--- src/rtl/hazard_scoreboard_pkg.sv ---
// Shared widths and helpers for the register-hazard scoreboard.
// Imported by the scoreboard top and its per-register counters.
package hazard_scoreboard_pkg;

    localparam int CNTW_DEF = 2;
    localparam int NWB_DEF  = 2;
    localparam int MAXW     = 32;

    // Width needed to hold a count of 0..nwb matching writeback ports.
    function automatic int dec_width(input int nwb);
        return (nwb < 1) ? 1 : $clog2(nwb + 1);
    endfunction

    // Number of set bits among the writeback-port match flags.
    function automatic int popcnt(input logic [MAXW-1:0] v);
        int n;
        n = 0;
        for (int i = 0; i < MAXW; i++) begin
            n += {31'd0, v[i]};
        end
        return n;
    endfunction

endpackage

--- src/rtl/hazard_scoreboard_counter.sv ---
// Saturating pending-write counter for one architectural register.
// Reports underflow when a writeback would take the count below zero.
module sb_counter
    import hazard_scoreboard_pkg::*;
#(
    parameter int CNTW = CNTW_DEF,
    parameter int DW   = 2
) (
    input  logic            clk,
    input  logic            rst,
    input  logic            inc,
    input  logic [DW-1:0]   dec,
    input  logic            clr,
    output logic [CNTW-1:0] cnt,
    output logic            underflow
);

    localparam int NW = ((CNTW > DW) ? CNTW : DW) + 2;

    logic [CNTW-1:0] r_cnt;
    logic [NW-1:0]   w_nxt;

    assign w_nxt     = NW'(r_cnt) + NW'(inc) - NW'(dec);
    assign underflow = w_nxt[NW-1];
    assign cnt       = r_cnt;

    // Count update: reset, flush, then net of allocation and writebacks.
    always_ff @(posedge clk) begin
        if (!rst) begin
            r_cnt <= '0;
        end else if (clr) begin
            r_cnt <= '0;
        end else if (underflow) begin
            r_cnt <= '0;
        end else begin
            r_cnt <= w_nxt[CNTW-1:0];
        end
    end

endmodule

--- src/rtl/hazard_scoreboard.sv ---
// Register-hazard scoreboard between decode and issue.
// Tracks pending writes per register and stalls on RAW or saturation.
module hazard_scoreboard
    import hazard_scoreboard_pkg::*;
#(
    parameter int NREG   = 32,
    parameter int REGSEL = $clog2(NREG),
    parameter int CNTW   = CNTW_DEF,
    parameter int NWB    = NWB_DEF,
    parameter int BYPASS = 0
) (
    input  logic                    clk,
    input  logic                    rst,
    input  logic                    rs1v,
    input  logic                    rs2v,
    input  logic                    rdv,
    input  logic [REGSEL-1:0]       rs1,
    input  logic [REGSEL-1:0]       rs2,
    input  logic [REGSEL-1:0]       rd,
    input  logic                    jmp,
    input  logic                    stall_jmp_mem,
    input  logic                    flush,
    input  logic [NWB-1:0]          we,
    input  logic [NWB*REGSEL-1:0]   rdwbs,
    output logic                    stall,
    output logic                    busy,
    output logic [REGSEL+CNTW-1:0]  outstanding,
    output logic                    err_underflow
);

    localparam int DW = dec_width(NWB);
    localparam int OW = REGSEL + CNTW;
    localparam logic [CNTW-1:0] CMAX = '1;

    logic [CNTW-1:0] w_cnt [NREG];
    logic [CNTW-1:0] w_eff [NREG];
    logic [NREG-1:0] w_uf;
    logic            w_stall;
    logic            w_alloc;
    logic            w_busy;
    logic [OW-1:0]   w_sum;
    logic [OW-1:0]   r_out;
    logic            r_err;

    genvar g;
    for (g = 0; g < NREG; g++) begin : g_reg
        if (g == 0) begin : g_zero
            assign w_cnt[g] = '0;
            assign w_eff[g] = '0;
            assign w_uf[g]  = 1'b0;
        end else begin : g_trk
            logic [MAXW-1:0]    w_m;
            logic [DW-1:0]      w_dec;
            logic [CNTW+DW-1:0] w_ce;
            logic [CNTW+DW-1:0] w_de;

            // Flag every writeback port targeting this register.
            always_comb begin
                w_m = '0;
                for (int k = 0; k < NWB; k++) begin
                    w_m[k] = we[k] &
                        (rdwbs[k*REGSEL +: REGSEL] == REGSEL'(g));
                end
            end

            assign w_dec = DW'(popcnt(w_m));
            assign w_ce  = (CNTW+DW)'(w_cnt[g]);
            assign w_de  = (CNTW+DW)'(w_dec);

            if (BYPASS != 0) begin : g_byp
                assign w_eff[g] = (w_ce > w_de) ?
                    CNTW'(w_ce - w_de) : '0;
            end else begin : g_reg_only
                assign w_eff[g] = w_cnt[g];
            end

            sb_counter #(
                .CNTW (CNTW),
                .DW   (DW)
            ) u_cnt (
                .clk       (clk),
                .rst       (rst),
                .inc       (w_alloc && (rd == REGSEL'(g))),
                .dec       (w_dec),
                .clr       (flush),
                .cnt       (w_cnt[g]),
                .underflow (w_uf[g])
            );
        end
    end

    // Hazard check; a taken jump or flush never stalls issue.
    always_comb begin
        w_stall = 1'b0;
        if (!jmp && !flush) begin
            w_stall = (rs1v && (w_eff[rs1] != '0)) ||
                      (rs2v && (w_eff[rs2] != '0)) ||
                      (rdv && (rd != '0) && (w_cnt[rd] == CMAX));
        end
    end

    assign w_alloc = rdv && (rd != '0) && !jmp && !stall_jmp_mem &&
                     !w_stall && !flush;

    // Occupancy summary over all tracked registers.
    always_comb begin
        w_busy = 1'b0;
        w_sum  = '0;
        for (int r = 0; r < NREG; r++) begin
            w_busy = w_busy | (|w_cnt[r]);
            w_sum  = w_sum + OW'(w_cnt[r]);
        end
    end

    // Registered outstanding total and sticky underflow flag.
    always_ff @(posedge clk) begin
        if (!rst) begin
            r_out <= '0;
            r_err <= 1'b0;
        end else begin
            r_out <= w_sum;
            if (!flush && (|w_uf)) begin
                r_err <= 1'b1;
            end
        end
    end

    assign stall         = w_stall;
    assign busy          = w_busy;
    assign outstanding   = r_out;
    assign err_underflow = r_err;

endmodule

--- config.mk ---
export PLATFORM = sky130hd
export DESIGN_NAME = hazard_scoreboard
export DESIGN_NICKNAME = d
export VERILOG_FILES = /design/src/rtl/hazard_scoreboard_pkg.sv /design/src/rtl/hazard_scoreboard_counter.sv /design/src/rtl/hazard_scoreboard.sv
export SDC_FILE = /design/constraint.sdc
export NUM_CORES = 1
export LEC_CHECK = 0
export BUFFER_PORTS_ARGS = -buffer_cell sky130_fd_sc_hd__buf_2
export CAP_MARGIN = 20
export CORE_MARGIN = 1.5
export CORE_UTILIZATION = 35
export CTS_CLUSTER_SIZE = 25
export DETAILED_ROUTE_END_ITERATION = 8
export GPL_TIMING_DRIVEN = 0
export PLACE_DENSITY = 0.61
export SLEW_MARGIN = 30
export SYNTH_ARGS = -nofsm -noshare
export SYNTH_HDL_FRONTEND = slang
export SYNTH_SLANG_ARGS = --single-unit
--- constraint.sdc ---
create_clock -name clk -period 4.95 [get_ports clk]
set_input_delay 0.2475 -clock clk [delete_from_list [all_inputs] [get_ports clk]]
set_output_delay 0.2475 -clock clk [all_outputs]
set_load 0.005 [all_outputs]
* Word-level counts from Yosys, hierarchy flattened
Index checks and enable logic that the tools add are counted.
** Storage, ports and cells
- Input bits :: 35
- Logic and storage cells :: 472
- Flip-flop bits (word level) :: 70
** Operators by class
- Multiplexer cells :: 10
- Eq/ne operators :: 94
- Add/subtract/negate cells :: 123
- Bitwise gates (word level) :: 96
- $lt $le $gt $ge :: 3
- Reduce and logical (&&, ||, !) cells :: 113
** Operator list (number)
- == test 5 bit, second input constant :: 48
- adder 7 x 2 -> 7 bit :: 25
- subtractor 4 x 2 -> 4 bit :: 31
- == test 5 x 4 -> 1 bit, second input constant :: 24
- adder 2 x 1 -> 3 bit :: 31
- OR reduction 3 bit :: 31
- adder 1 x 1 -> 2 bit :: 31
- bitwise AND 1 bit :: 62
- OR reduction 2 bit :: 31
- == test 5 x 3 -> 1 bit, second input constant :: 12
- logical AND 1 bit :: 41
- OR reduction 31 bit :: 1
- binary-select mux 2 bit (select 5 bit) :: 3
- == test 5 x 2 -> 1 bit, second input constant :: 6
- bitwise OR 1 bit :: 30
- >= comparator 6 bit, second input constant :: 3
- NOT 5 -> 6 bit :: 3
- == test 5 x 1 -> 1 bit, second input constant :: 3
- 2-to-1 mux 2 bit :: 6
- adder 6 x 2 -> 7 bit :: 1
- adder 5 x 2 -> 6 bit :: 1
- adder 4 x 2 -> 5 bit :: 1
- nonzero test 5 bit :: 1
- adder 3 x 2 -> 4 bit :: 1
- other kinds (7) :: 12

* Logic depth before layout (Yosys ltp)
Gate-level depths: netlist (run 1).
- Word-level depth :: 31
- Gate-level depth with buffers :: 19
- Mapped depth without buffers :: 19

* Modules after synthesis
Synthesis (run 1) repeated with hierarchy kept, for this count alone.
** Unflattened totals
- Cells, all modules :: 986
- Area, all modules :: 9379.0 µm²
** Modules (own cells, without submodules)
- sb_counter :: area an instance 155.1 µm², seq. area each 40.0 µm², cells an instance 14, instances 31
- hazard_scoreboard :: area an instance 4569.4 µm², seq. area each 160.2 µm², cells an instance 552, instances 1

* Least setup slack after synthesis (run 1)
Ideal clock, no wire load.
- Kind :: register -> register
- From :: register g_reg[16].g_trk.u_cnt.r_cnt[1]
- To :: register r_out[5] (netlist: outstanding[5])
- Buffers on the path :: 0
- Setup slack :: -0.307 ns
- Data arrival time :: 5.142 ns
- Period minus slack after synthesis :: 5.257 ns
- Required time :: 4.835 ns
- Stages on the path, launching flop included :: 20
- Cell sequence :: dfxtp_1 inv_1 fa_1 inv_1 fa_1 inv_1 fa_1 inv_1 fa_1 fa_1 fa_1 fa_1 ha_1 inv_1 fa_1 inv_1 a21o_1 a21oi_1 xnor2_1 and2_1
** Between the ends
- Longest elaborated chain between the ends :: 16
** RTL lines
- start: declaration :: RTL line hazard_scoreboard_counter.sv:20 : logic [CNTW-1:0] r_cnt;
- start signal: assignment :: RTL line hazard_scoreboard_counter.sv:36 : r_cnt <= w_nxt[CNTW-1:0];
- adder 7 x 2 -> 7 bit (16 in a row) :: RTL line hazard_scoreboard.sv:111 : w_sum = w_sum + OW'(w_cnt[r]);
- end signal: assignment :: RTL line hazard_scoreboard.sv:121 : r_out <= w_sum;
- end: declaration :: RTL line hazard_scoreboard.sv:42 : logic [OW-1:0] r_out;
Every way passes these cells.
A chain may end at the register's enable or synchronous reset.

* Worst setup path in the final report (run 1)
- From :: register g_reg[3].g_trk.u_cnt.r_cnt[1]
- To :: register r_out[5] (netlist: outstanding[5])
** Between the ends
- Longest elaborated chain between the ends :: 29
** RTL lines (RTL line)
- start: declaration :: hazard_scoreboard_counter.sv:20
- start signal: assignment :: hazard_scoreboard_counter.sv:36
- adder 3 x 2 -> 4 bit :: hazard_scoreboard.sv:111
- adder 4 x 2 -> 5 bit :: hazard_scoreboard.sv:111
- adder 5 x 2 -> 6 bit :: hazard_scoreboard.sv:111
- adder 6 x 2 -> 7 bit :: hazard_scoreboard.sv:111
- adder 7 x 2 -> 7 bit (25 in a row) :: hazard_scoreboard.sv:111
Every way passes these cells.

==> results.sh, run 1 <==
export IMPL_pwr_share_clk_pct=44.5
export IMPL_final_period_utilization_pct=106.4
export IMPL_grt_busiest_layer="met2"
export IMPL_layout_common_cells="96 x nor2_1, 89 x nand2_1, 85 x fa_1, 73 x ha_1, 67 x inv_1"
export IMPL_io_pins=45
export IMPL_htree_levels=3
export IMPL_p_leak_uw=0.003762
export IMPL_max_slew_worst_pin_slew_ns=0.8701
export IMPL_synth_warnings=0
export IMPL_grt_pass1_vias=6862
export IMPL_cp_required_ns=5.19
export IMPL_numCtsBuffers=9
export IMPL_grt_max_degree=14
export IMPL_ys_ff_latch=70
export IMPL_initial_core_util_pct=35.85
export IMPL_synth_edf_count=0
export IMPL_drc=0
export IMPL_layout_commonest_cell="nor2_1"
export IMPL_worstSetupStartpointType="flip-flop"
export IMPL_outcome="complete, but fails checks"
export IMPL_fp_row_count=54
export IMPL_grt_overflow=0
export IMPL_dp_hpwl_mm=21.09
export IMPL_hold_buffers=0
export IMPL_fmax_mhz=189.9
export IMPL_dieHeight_um=152.8
export IMPL_clk_pin_slew_ns=0.07
export IMPL_max_slew_margin_pct=42.00
export IMPL_viasPerCell=5.630
export IMPL_ant_nets=0
export IMPL_p_sw_uw=442.7
export IMPL_skew_ns=0.01308
export IMPL_cts_tree="done"
export IMPL_syn2layout_area_growth_pct=12.13
export IMPL_p_int_uw=1004
export IMPL_vias=6835
export IMPL_hold_violations=0
export IMPL_antenna_found_initial=0
export IMPL_fin_area_sq_um=8801
export IMPL_worstHoldPathType="input port to flip-flop"
export IMPL_drt_iter0_drc=542
export IMPL_syn_avg_cell_area_sq_um=8.960
export IMPL_clk_latency_ns=0.36
export IMPL_clockBufferDepth=2
export IMPL_seq_power_share_pct=39.5
export IMPL_die_area_sq_um=23330
export IMPL_synth_nets=1073
export IMPL_grt_first_pass_wirelength_mm=39.12
export IMPL_pwr_share_comb_pct=16.0
export IMPL_crit_path_end_kind="flip-flop"
export IMPL_die_x_um=152.8
export IMPL_fin_ws_ns=-0.3164
export IMPL_crit_fanout=6
export IMPL_coreArea_sq_um=21890
export IMPL_async_flop_share_pct=0
export IMPL_num_antenna_cells=0
export IMPL_ys_seq_area_share_pct=17.85
export IMPL_power_density_nw_per_um2=164.4
export IMPL_io_buffer_count=37
export IMPL_setup_viol=5
export IMPL_wl_per_cell_um=20.88
export IMPL_gp_congestion=0.9470
export IMPL_cts_root_buffer="clkbuf_16"
export IMPL_gr_usage_met1_pct=31.02
export IMPL_cts_sinks=70
export IMPL_violations="negative setup slack"
export IMPL_fin_hold_ws_ns=0.2115
export IMPL_drv_slew=0
export IMPL_final_fill_count=2246
export IMPL_syn_inst=876
export IMPL_firstDrtPassIters=5
export IMPL_met3_usage_pct=3.612
export IMPL_min_period_ns=5.266
export IMPL_grt_use_total_pct=22.20
export IMPL_rsz0062_at_grt="true"
export IMPL_nNetsFinal=1126
export IMPL_netlist_cell_type_count=55
export IMPL_met2_usage_pct=34.13
export IMPL_crit_type="flip-flop to flip-flop"
export IMPL_ir_drop_uv=144.4
export IMPL_drt_wl_total_mm=25.35
export IMPL_p_sw_share_pct=30.60
export IMPL_drv_cap=0
export IMPL_placed_area_sq_um=8402
export IMPL_synth_area_sq_um=7849
export IMPL_cp_arrival_ns=5.51
export IMPL_drive_above_1_share_pct=14.88
export IMPL_synth_ff_type="dfxtp_1"
layout make-up:
type | instances | area (sq um) | area share [%]
multi-input cells | 699 | 6085 | 69.14
flip-flops and latches | 70 | 1440 | 16.36
well taps | 280 | 350.3 | 3.981
inverters | 74 | 277.8 | 3.156
clock buffers | 11 | 242.7 | 2.758
repair buffers | 42 | 222.7 | 2.531
plain buffers | 33 | 138.9 | 1.578
clock inverters | 5 | 43.79 | 0.4976
flip-flops by register name, summed over array words and instances, names as in the netlist:
signal / cells
outstanding: 7
err_underflow: 1
g.g_trk.u_cnt.cnt: 62
what timing repair did:
item | in CTS | in global routing
buffers inserted | 4 | 1
resized for setup | 17 | 14
pin swaps | 5 | 2
endpoints found under the setup margin | 6 | 6
per-stage QoR:
step | setup slack [ns] | util (%) | total power (uW) | instances | setup TNS (ns)
2_1_floorplan | -0.07137 | - | 727.4 | 876 | -0.07137
3_3_place_gp | -0.4011 | 38.38 | 810.5 | 1193 | -1.130
3_5_place_dp | -0.4182 | 38.38 | 812.8 | 1193 | -1.228
4_1_cts | -0.3091 | 39.95 | 1452 | 1213 | -0.8299
5_1_grt | -0.4465 | 40.20 | 1505 | 1214 | -1.607
6_report | -0.3164 | 40.20 | 1447 | 1214 | -0.8475
worst paths after layout:
check                                            startpoint              to  slack (ns)  cells past startpoint
worst min register to register                err_underflow   err_underflow        0.46                      1
worst min-delay path                                    rst   err_underflow        0.21                      2
worst max register to register  g_reg[3].g_trk.u_cnt.cnt[1]  outstanding[5]       -0.32                     15
worst max-delay path            g_reg[3].g_trk.u_cnt.cnt[1]  outstanding[5]       -0.32                     15
Yosys cell counts, drive strengths merged (3+ instances only):
cell type	n	share of area [%]
nor2	96	4.6
nand2	89	4.3
fa	88	22
ha	74	12
inv	74	3.5
dfxtp	70	18
nor3	58	4.1
nor3b	40	3.8
clkbuf	30	1.4
nor4	27	2.5
a21oi	23	1.5
nand3	23	1.5
or2	19	1.5
nand2b	18	1.4
mux4	17	5.0
nor2b	15	1.2
mux2	14	2.0
o21ai	13	0.88
nand3b	9	0.86
nand4	9	0.72
and2	6	0.48
o2111ai	6	0.75
a211oi	5	0.48
a31oi	5	0.40
or3	5	0.40
or4	5	0.49
a2111oi	4	0.45
xnor2	4	0.45
buf	3	0.33
nand4b	3	0.33
o211ai	3	0.29
o21a	3	0.29
power groups by stage:
stage / logic (uW) / clock network [uW] / registers, uW
2_1_floorplan: 142 / 0 / 585
3_3_place_gp: 223 / 0 / 587
3_5_place_dp: 226 / 0 / 587
4_1_cts: 227 / 652 / 572
5_1_grt: 253 / 680 / 572
6_report: 232 / 643 / 572
critical path, stage by stage, from the launching register on:
cell	delay, ns
dfxtp_1	0.55
fa_1	0.52
fa_1	0.54
fa_1	0.53
fa_1	0.56
fa_1	0.43
fa_1	0.46
fa_1	0.50
ha_2	0.19
inv_2	0.04
fa_2	0.35
inv_1	0.06
a21o_1	0.11
a21oi_2	0.05
xnor2_1	0.12
and2_1	0.13
metal layers:
layer  vias up  wire length, um
met5         -                0
met4         0              892
met3        45             2145
met2       294            11100
met1      3337            11210
li1       3159                -
logic make-up after synthesis:
kind of cell	count (synthesis)	synth area share, %
flip-flops	70	17.85
AND/OR/NAND/NOR	426	28.60
buffers and inverters	107	5.308
XOR/XNOR	5	0.5579
multiplexers	33	7.285
AO/OA/AOI/OAI	73	6.153
adder cells (fa/ha/maj)	162	34.24
Note: power is estimated with default switching activity, not from simulation.
==> inputs of run 2 (changes only) <==
--- a/config.mk
+++ b/config.mk
@@ -12,7 +12,6 @@
 export CTS_CLUSTER_SIZE = 25
 export DETAILED_ROUTE_END_ITERATION = 8
 export GPL_TIMING_DRIVEN = 0
-export PLACE_DENSITY = 0.61
 export SLEW_MARGIN = 30
 export SYNTH_ARGS = -nofsm -noshare
 export SYNTH_HDL_FRONTEND = slang
==> run 2 against run 1 <==
  * The run still ends with negative setup slack left
  * Die area stayed put
  * Power down 0.85%
  * Clock power fell by 2%
  * First-iteration DRC count increased by 11%
  * Global-route usage grew 0.70 points
  * Final cell count up 0.33%
  * Sequential power about the same
  * Maximum frequency grew 1.0%
  * Register-to-register slack improved by 0.05 ns
  * Largest cell class unchanged
  * Largest power group unchanged
==> results.sh, run 2 (synthesized netlist as in run 1, its figures left out) <==
export IMPL_outcome="complete, but fails checks"
export IMPL_violations="negative setup slack"
export IMPL_skew_ns=0.007562
export IMPL_firstDrtPassIters=5
export IMPL_viasPerCell=5.663
export IMPL_cts_root_buffer="clkbuf_16"
export IMPL_cp_required_ns=5.19
export IMPL_largest_reg_flops=62
export IMPL_dieHeight_um=152.8
export IMPL_cts_tree="done"
export IMPL_fin_area_sq_um=8825
export IMPL_hold_violations=0
export IMPL_crit_chain="fa_1 > fa_1 > fa_1 > inv_2 > fa_2 > inv_2 > fa_1 > fa_1 > fa_1 > ha_2 > inv_2 > fa_2 > inv_1 > a21o_1 > a21oi_2 > xnor2_1 > and2_1"
export IMPL_grt_first_pass_wirelength_mm=40.22
export IMPL_grt_pass1_vias=6925
export IMPL_drc=0
export IMPL_syn2layout_area_growth_pct=12.43
export IMPL_ir_drop_uv=202.0
export IMPL_antenna_found_initial=0
export IMPL_drive_above_1_share_pct=15.25
export IMPL_clk_pin_slew_ns=0.06
export IMPL_gp_congestion=0.9646
export IMPL_grt_use_total_pct=22.90
export IMPL_num_antenna_cells=0
export IMPL_grt_overflow=0
export IMPL_fp_row_count=54
export IMPL_vias=6898
export IMPL_power_uw=1434
export IMPL_clk_latency_ns=0.35
export IMPL_fmax_mhz=191.8
export IMPL_pwr_share_clk_pct=44.0
export IMPL_max_slew_worst_pin_slew_ns=0.8371
export IMPL_cpPeakStageDelay_ns=0.59
export IMPL_crit_fanout=5
export IMPL_io_buffer_count=37
export IMPL_setup_viol=4
export IMPL_wl_per_cell_um=21.20
export IMPL_rsz0062_at_grt="true"
export IMPL_drv_cap=0
export IMPL_dp_hpwl_mm=21.39
export IMPL_crit_path_end_kind="flip-flop"
export IMPL_worstHoldPathType="input port to flip-flop"
export IMPL_max_slew_margin_pct=44.19
export IMPL_power_density_nw_per_um2=162.5
export IMPL_initial_core_util_pct=35.85
export IMPL_p_sw_uw=435.0
export IMPL_p_sw_share_pct=30.33
export IMPL_cts_sinks=70
export IMPL_cpMostUsedCell="fa_1"
export IMPL_final_period_utilization_pct=105.3
export IMPL_io_pins=45
export IMPL_htree_levels=3
export IMPL_placed_area_sq_um=8402
export IMPL_crit_slowest_cell="fa_1"
export IMPL_die_area_sq_um=23330
export IMPL_ant_nets=0
export IMPL_clockBufferDepth=2
export IMPL_numCtsBuffers=9
export IMPL_p_int_uw=999.3
export IMPL_drv_slew=0
export IMPL_nNetsFinal=1130
export IMPL_fin_ws_ns=-0.2631
export IMPL_die_x_um=152.8
export IMPL_min_period_ns=5.213
export IMPL_layout_common_cells="96 x nor2_1, 89 x nand2_1, 85 x fa_1, 73 x ha_1, 65 x inv_1"
export IMPL_drt_wl_total_mm=25.82
export IMPL_seq_power_share_pct=39.8
export IMPL_coreArea_sq_um=21890
export IMPL_worstSetupStartpointType="flip-flop"
export IMPL_drt_iter0_drc=599
export IMPL_p_leak_uw=0.003774
export IMPL_pwr_share_comb_pct=16.2
export IMPL_layout_commonest_cell="nor2_1"
export IMPL_crit_type="flip-flop to flip-flop"
export IMPL_cp_arrival_ns=5.46
export IMPL_grt_max_degree=14
==> run 2: per-layer routing <==
layer | vias up | GRT usage (%) | share of wire (%)
li1 | 3162 | - | -
met1 | 3342 | 31.09 | 41
met2 | 344 | 34.43 | 43
met3 | 50 | 5.375 | 11
met4 | 0 | 10.58 | 4.2
met5 | - | 0 | 0
==> run 2: path summary, 6_finish.rpt <==
check / cells after the start / end / slack (ns) / from
worst min-delay path: 2 / err_underflow / 0.21 / rst
worst max-delay path: 17 / outstanding[5] / -0.26 / g_reg[27].g_trk.u_cnt.cnt[0]
worst min register to register: 1 / err_underflow / 0.46 / err_underflow
worst max register to register: 17 / outstanding[5] / -0.26 / g_reg[27].g_trk.u_cnt.cnt[0]
==> run 2: timing repair <==
| action | in CTS | in global routing |
|---|---|---|
| cloned | 0 | 0 |
| pin swaps | 6 | 3 |
| resized for setup | 26 | 6 |
| setup endpoints to repair | 6 | 6 |
| hold buffers | 0 | 0 |
| hold endpoints to repair | 0 | 0 |
| setup buffers | 8 | 1 |
==> run 2: through the flow <==
stage | utilization, % | setup TNS (ns) | hold slack [ns] | cells | setup slack (ns)
after global routing | 40.31 | -1.580 | 0.2291 | 1218 | -0.4572
after detailed placement | 38.38 | -1.174 | 0.4522 | 1193 | -0.3947
after floorplan | - | -0.07137 | 0.3650 | 876 | -0.07137
after global placement | 38.38 | -1.057 | 0.4469 | 1193 | -0.3819
after CTS | 40.14 | -0.6956 | 0.2164 | 1217 | -0.2640
final | 40.31 | -0.6620 | 0.2127 | 1218 | -0.2631
==> run 2: area by class of cell <==
cell class,count,area [sq um]
plain buffers,33,138.9
clock buffers,10,239.0
clock inverters,6,45.04
fillers,2255,13070
inverters,74,277.8
multi-input cells,699,6078
flip-flops and latches,70,1443
well taps,280,350.3
repair buffers,46,252.7
==> run 2: critical path: cells and delay by family, from the launching register on <==
| kind | cells | cell delay [ns] |
|---|---|---|
| adder cells (fa/ha/maj) | 9 | 3.99 |
| flip-flops | 1 | 0.48 |
| buffers and inverters | 4 | 0.21 |
| AO/OA/AOI/OAI | 2 | 0.17 |
| AND/OR/NAND/NOR | 1 | 0.13 |
| XOR/XNOR | 1 | 0.12 |
==> run 2: power by group through the flow <==
stage                     logic (uW)  clock network, uW  registers (uW)
after detailed placement         224                  0             587
final                            232                632             571
after CTS                        227                641             571
after floorplan                  142                  0             585
after global routing             253                662             571
after global placement           223                  0             587
==> inputs of run 3 (changes only) <==
==> constraint.sdc (replaced) <==
create_clock -name clk -period 4.95 [get_ports clk]
set_input_delay 0.495 -clock clk [delete_from_list [all_inputs] [get_ports clk]]
set_output_delay 0.495 -clock clk [all_outputs]
set_load 0.005 [all_outputs]
==> run 3 against run 2 <==
  * The run still ends with negative setup slack left
  * Cell area about the same
  * Hold slack better by 0.25 ns
  * Sequential share of layout area barely moved
  * Setup slack better by 0.0031 ns
  * Final cell count unchanged
  * Wire length is 0.14% higher
  * Critical endpoint unchanged
  * Highest routed layer unchanged
==> results.sh, run 3 (synthesized netlist as in run 1, its figures left out) <==
export IMPL_ir_drop_uv=203.7
export IMPL_drt_wl_total_mm=25.86
export IMPL_wl_per_cell_um=21.23
export IMPL_die_area_sq_um=23330
export IMPL_cp_num_buf_inv=4
export IMPL_clk_latency_ns=0.35
export IMPL_nNetsFinal=1130
export IMPL_dieHeight_um=152.8
export IMPL_io_buffer_count=37
export IMPL_placedCellCount=1193
export IMPL_max_slew_worst_pin_slew_ns=0.8478
export IMPL_crit_chain="fa_1 > fa_1 > fa_1 > inv_2 > fa_2 > inv_2 > fa_1 > fa_1 > fa_1 > ha_2 > inv_2 > fa_2 > inv_1 > a21o_1 > a21oi_2 > xnor2_1 > and2_1"
export IMPL_cp_top_family="adder cells"
export IMPL_grt_busiest_layer="met2"
export IMPL_die_x_um=152.8
export IMPL_grt_first_pass_wirelength_mm=40.22
export IMPL_drt_iter0_drc=626
export IMPL_worstSetupStartpointType="flip-flop"
export IMPL_numCtsBuffers=9
export IMPL_antenna_found_initial=0
export IMPL_hold_violations=0
export IMPL_fp_row_count=54
export IMPL_clockBufferDepth=2
export IMPL_outcome="complete, but fails checks"
export IMPL_dp_hpwl_mm=21.39
export IMPL_drv_slew=0
export IMPL_cp_required_ns=5.19
export IMPL_crit_slowest_cell="fa_1"
export IMPL_fin_cells=1218
export IMPL_layout_common_cells="96 x nor2_1, 89 x nand2_1, 85 x fa_1, 73 x ha_1, 65 x inv_1"
export IMPL_met2_usage_pct=34.43
export IMPL_worstHoldPathType="input port to flip-flop"
export IMPL_drive_above_1_share_pct=15.67
export IMPL_min_period_ns=5.210
export IMPL_fmax_mhz=191.9
export IMPL_power_uw=1436
export IMPL_grt_use_total_pct=22.90
export IMPL_io_pins=45
export IMPL_violations="negative setup slack"
export IMPL_rsz0062_at_grt="true"
export IMPL_skew_ns=0.007634
export IMPL_crit_path_end_kind="flip-flop"
export IMPL_met3_usage_pct=5.375
export IMPL_drc=0
export IMPL_setup_tns_ns=-0.6495
export IMPL_crit_fanout=5
export IMPL_grt_max_degree=14
export IMPL_initial_core_util_pct=35.85
export IMPL_grt_pass1_vias=6925
export IMPL_num_antenna_cells=0
export IMPL_power_density_nw_per_um2=162.6
export IMPL_coreArea_sq_um=21890
export IMPL_viasPerCell=5.690
export IMPL_cp_arrival_ns=5.45
export IMPL_max_slew_margin_pct=43.48
export IMPL_layout_commonest_cell="nor2_1"
export IMPL_largest_reg_flops=62
export IMPL_gr_usage_met1_pct=31.09
export IMPL_gp_congestion=0.9646
export IMPL_cts_root_buffer="clkbuf_16"
export IMPL_setup_viol=4
export IMPL_cts_sinks=70
export IMPL_syn2layout_area_growth_pct=12.50
export IMPL_htree_levels=3
export IMPL_firstDrtPassIters=5
export IMPL_grt_overflow=0
export IMPL_p_leak_uw=0.003786
export IMPL_drv_cap=0
export IMPL_hold_buffers=0
export IMPL_ant_nets=0
export IMPL_fin_ws_ns=-0.2601
export IMPL_clk_pin_slew_ns=0.06
export IMPL_cts_tree="done"
export IMPL_vias=6930
export IMPL_crit_type="flip-flop to flip-flop"
export IMPL_final_period_utilization_pct=105.3
export IMPL_cpPeakStageDelay_ns=0.59
export IMPL_cpMostUsedCell="fa_1"
[run 3: cell counts in the layout (fill, tap and decap cells not counted)]
No cell type changed its count.
[run 3: routing by layer]
metal	share of wire, %	vias to the layer above
met4	4.5	0
met5	0	-
li1	-	3167
met2	43	342
met3	11	55
met1	42	3366
[run 3: timing repair]
item                       in CTS  in global routing
resized for setup              26                 14
buffers inserted                8                  1
pin swaps                       6                  3
hold endpoints to repair        0                  0
setup endpoints to repair       6                  6
[run 3: final cells by class]
type | count | area (sq um)
inverter | 74 | 277.8
timing repair buffer | 46 | 252.7
multi-input combinational | 699 | 6078
clock buffer | 10 | 239.0
sequential | 70 | 1443
fill | 2256 | 13060
clock inverter | 6 | 45.04
buffer | 33 | 143.9
tap | 280 | 350.3
[run 3: worst paths after layout]
check | from | endpoint | slack (ns) | cells past startpoint
max reg2reg | g_reg[27].g_trk.u_cnt.cnt[0] | outstanding[5] | -0.26 | 17
min | rst | err_underflow | 0.46 | 2
max | g_reg[27].g_trk.u_cnt.cnt[0] | outstanding[5] | -0.26 | 17
min reg2reg | err_underflow | err_underflow | 0.46 | 1
[run 3: worst reg2reg max path, cell delays in order (launching register included)]
cell,delay [ns]
dfxtp_1,0.48
fa_1,0.55
fa_1,0.53
fa_1,0.59
inv_2,0.05
fa_2,0.37
inv_2,0.06
fa_1,0.43
fa_1,0.50
fa_1,0.49
ha_2,0.18
inv_2,0.04
fa_2,0.35
inv_1,0.06
a21o_1,0.12
a21oi_2,0.05
xnor2_1,0.12
and2_1,0.13
[run 3: power breakdown]
part	total (uW)	leakage [uW]	internal (uW)	switching, uW
logic	232	0.00308	81.0	151
clock network	633	0.000131	355	278
registers	571	0.000576	564	6.40
[run 3: stage by stage]
step           setup slack, ns  util, %  hold slack (ns)  cell area [sq um]
2_1_floorplan         -0.07137        -           0.4642               7866
3_3_place_gp           -0.3819    38.38           0.4469               8402
3_5_place_dp           -0.3947    38.38           0.4522               8402
4_1_cts                -0.2640    40.14           0.4639               8787
5_1_grt                -0.4572    40.33           0.4766               8830
6_report               -0.2601    40.33           0.4587               8830
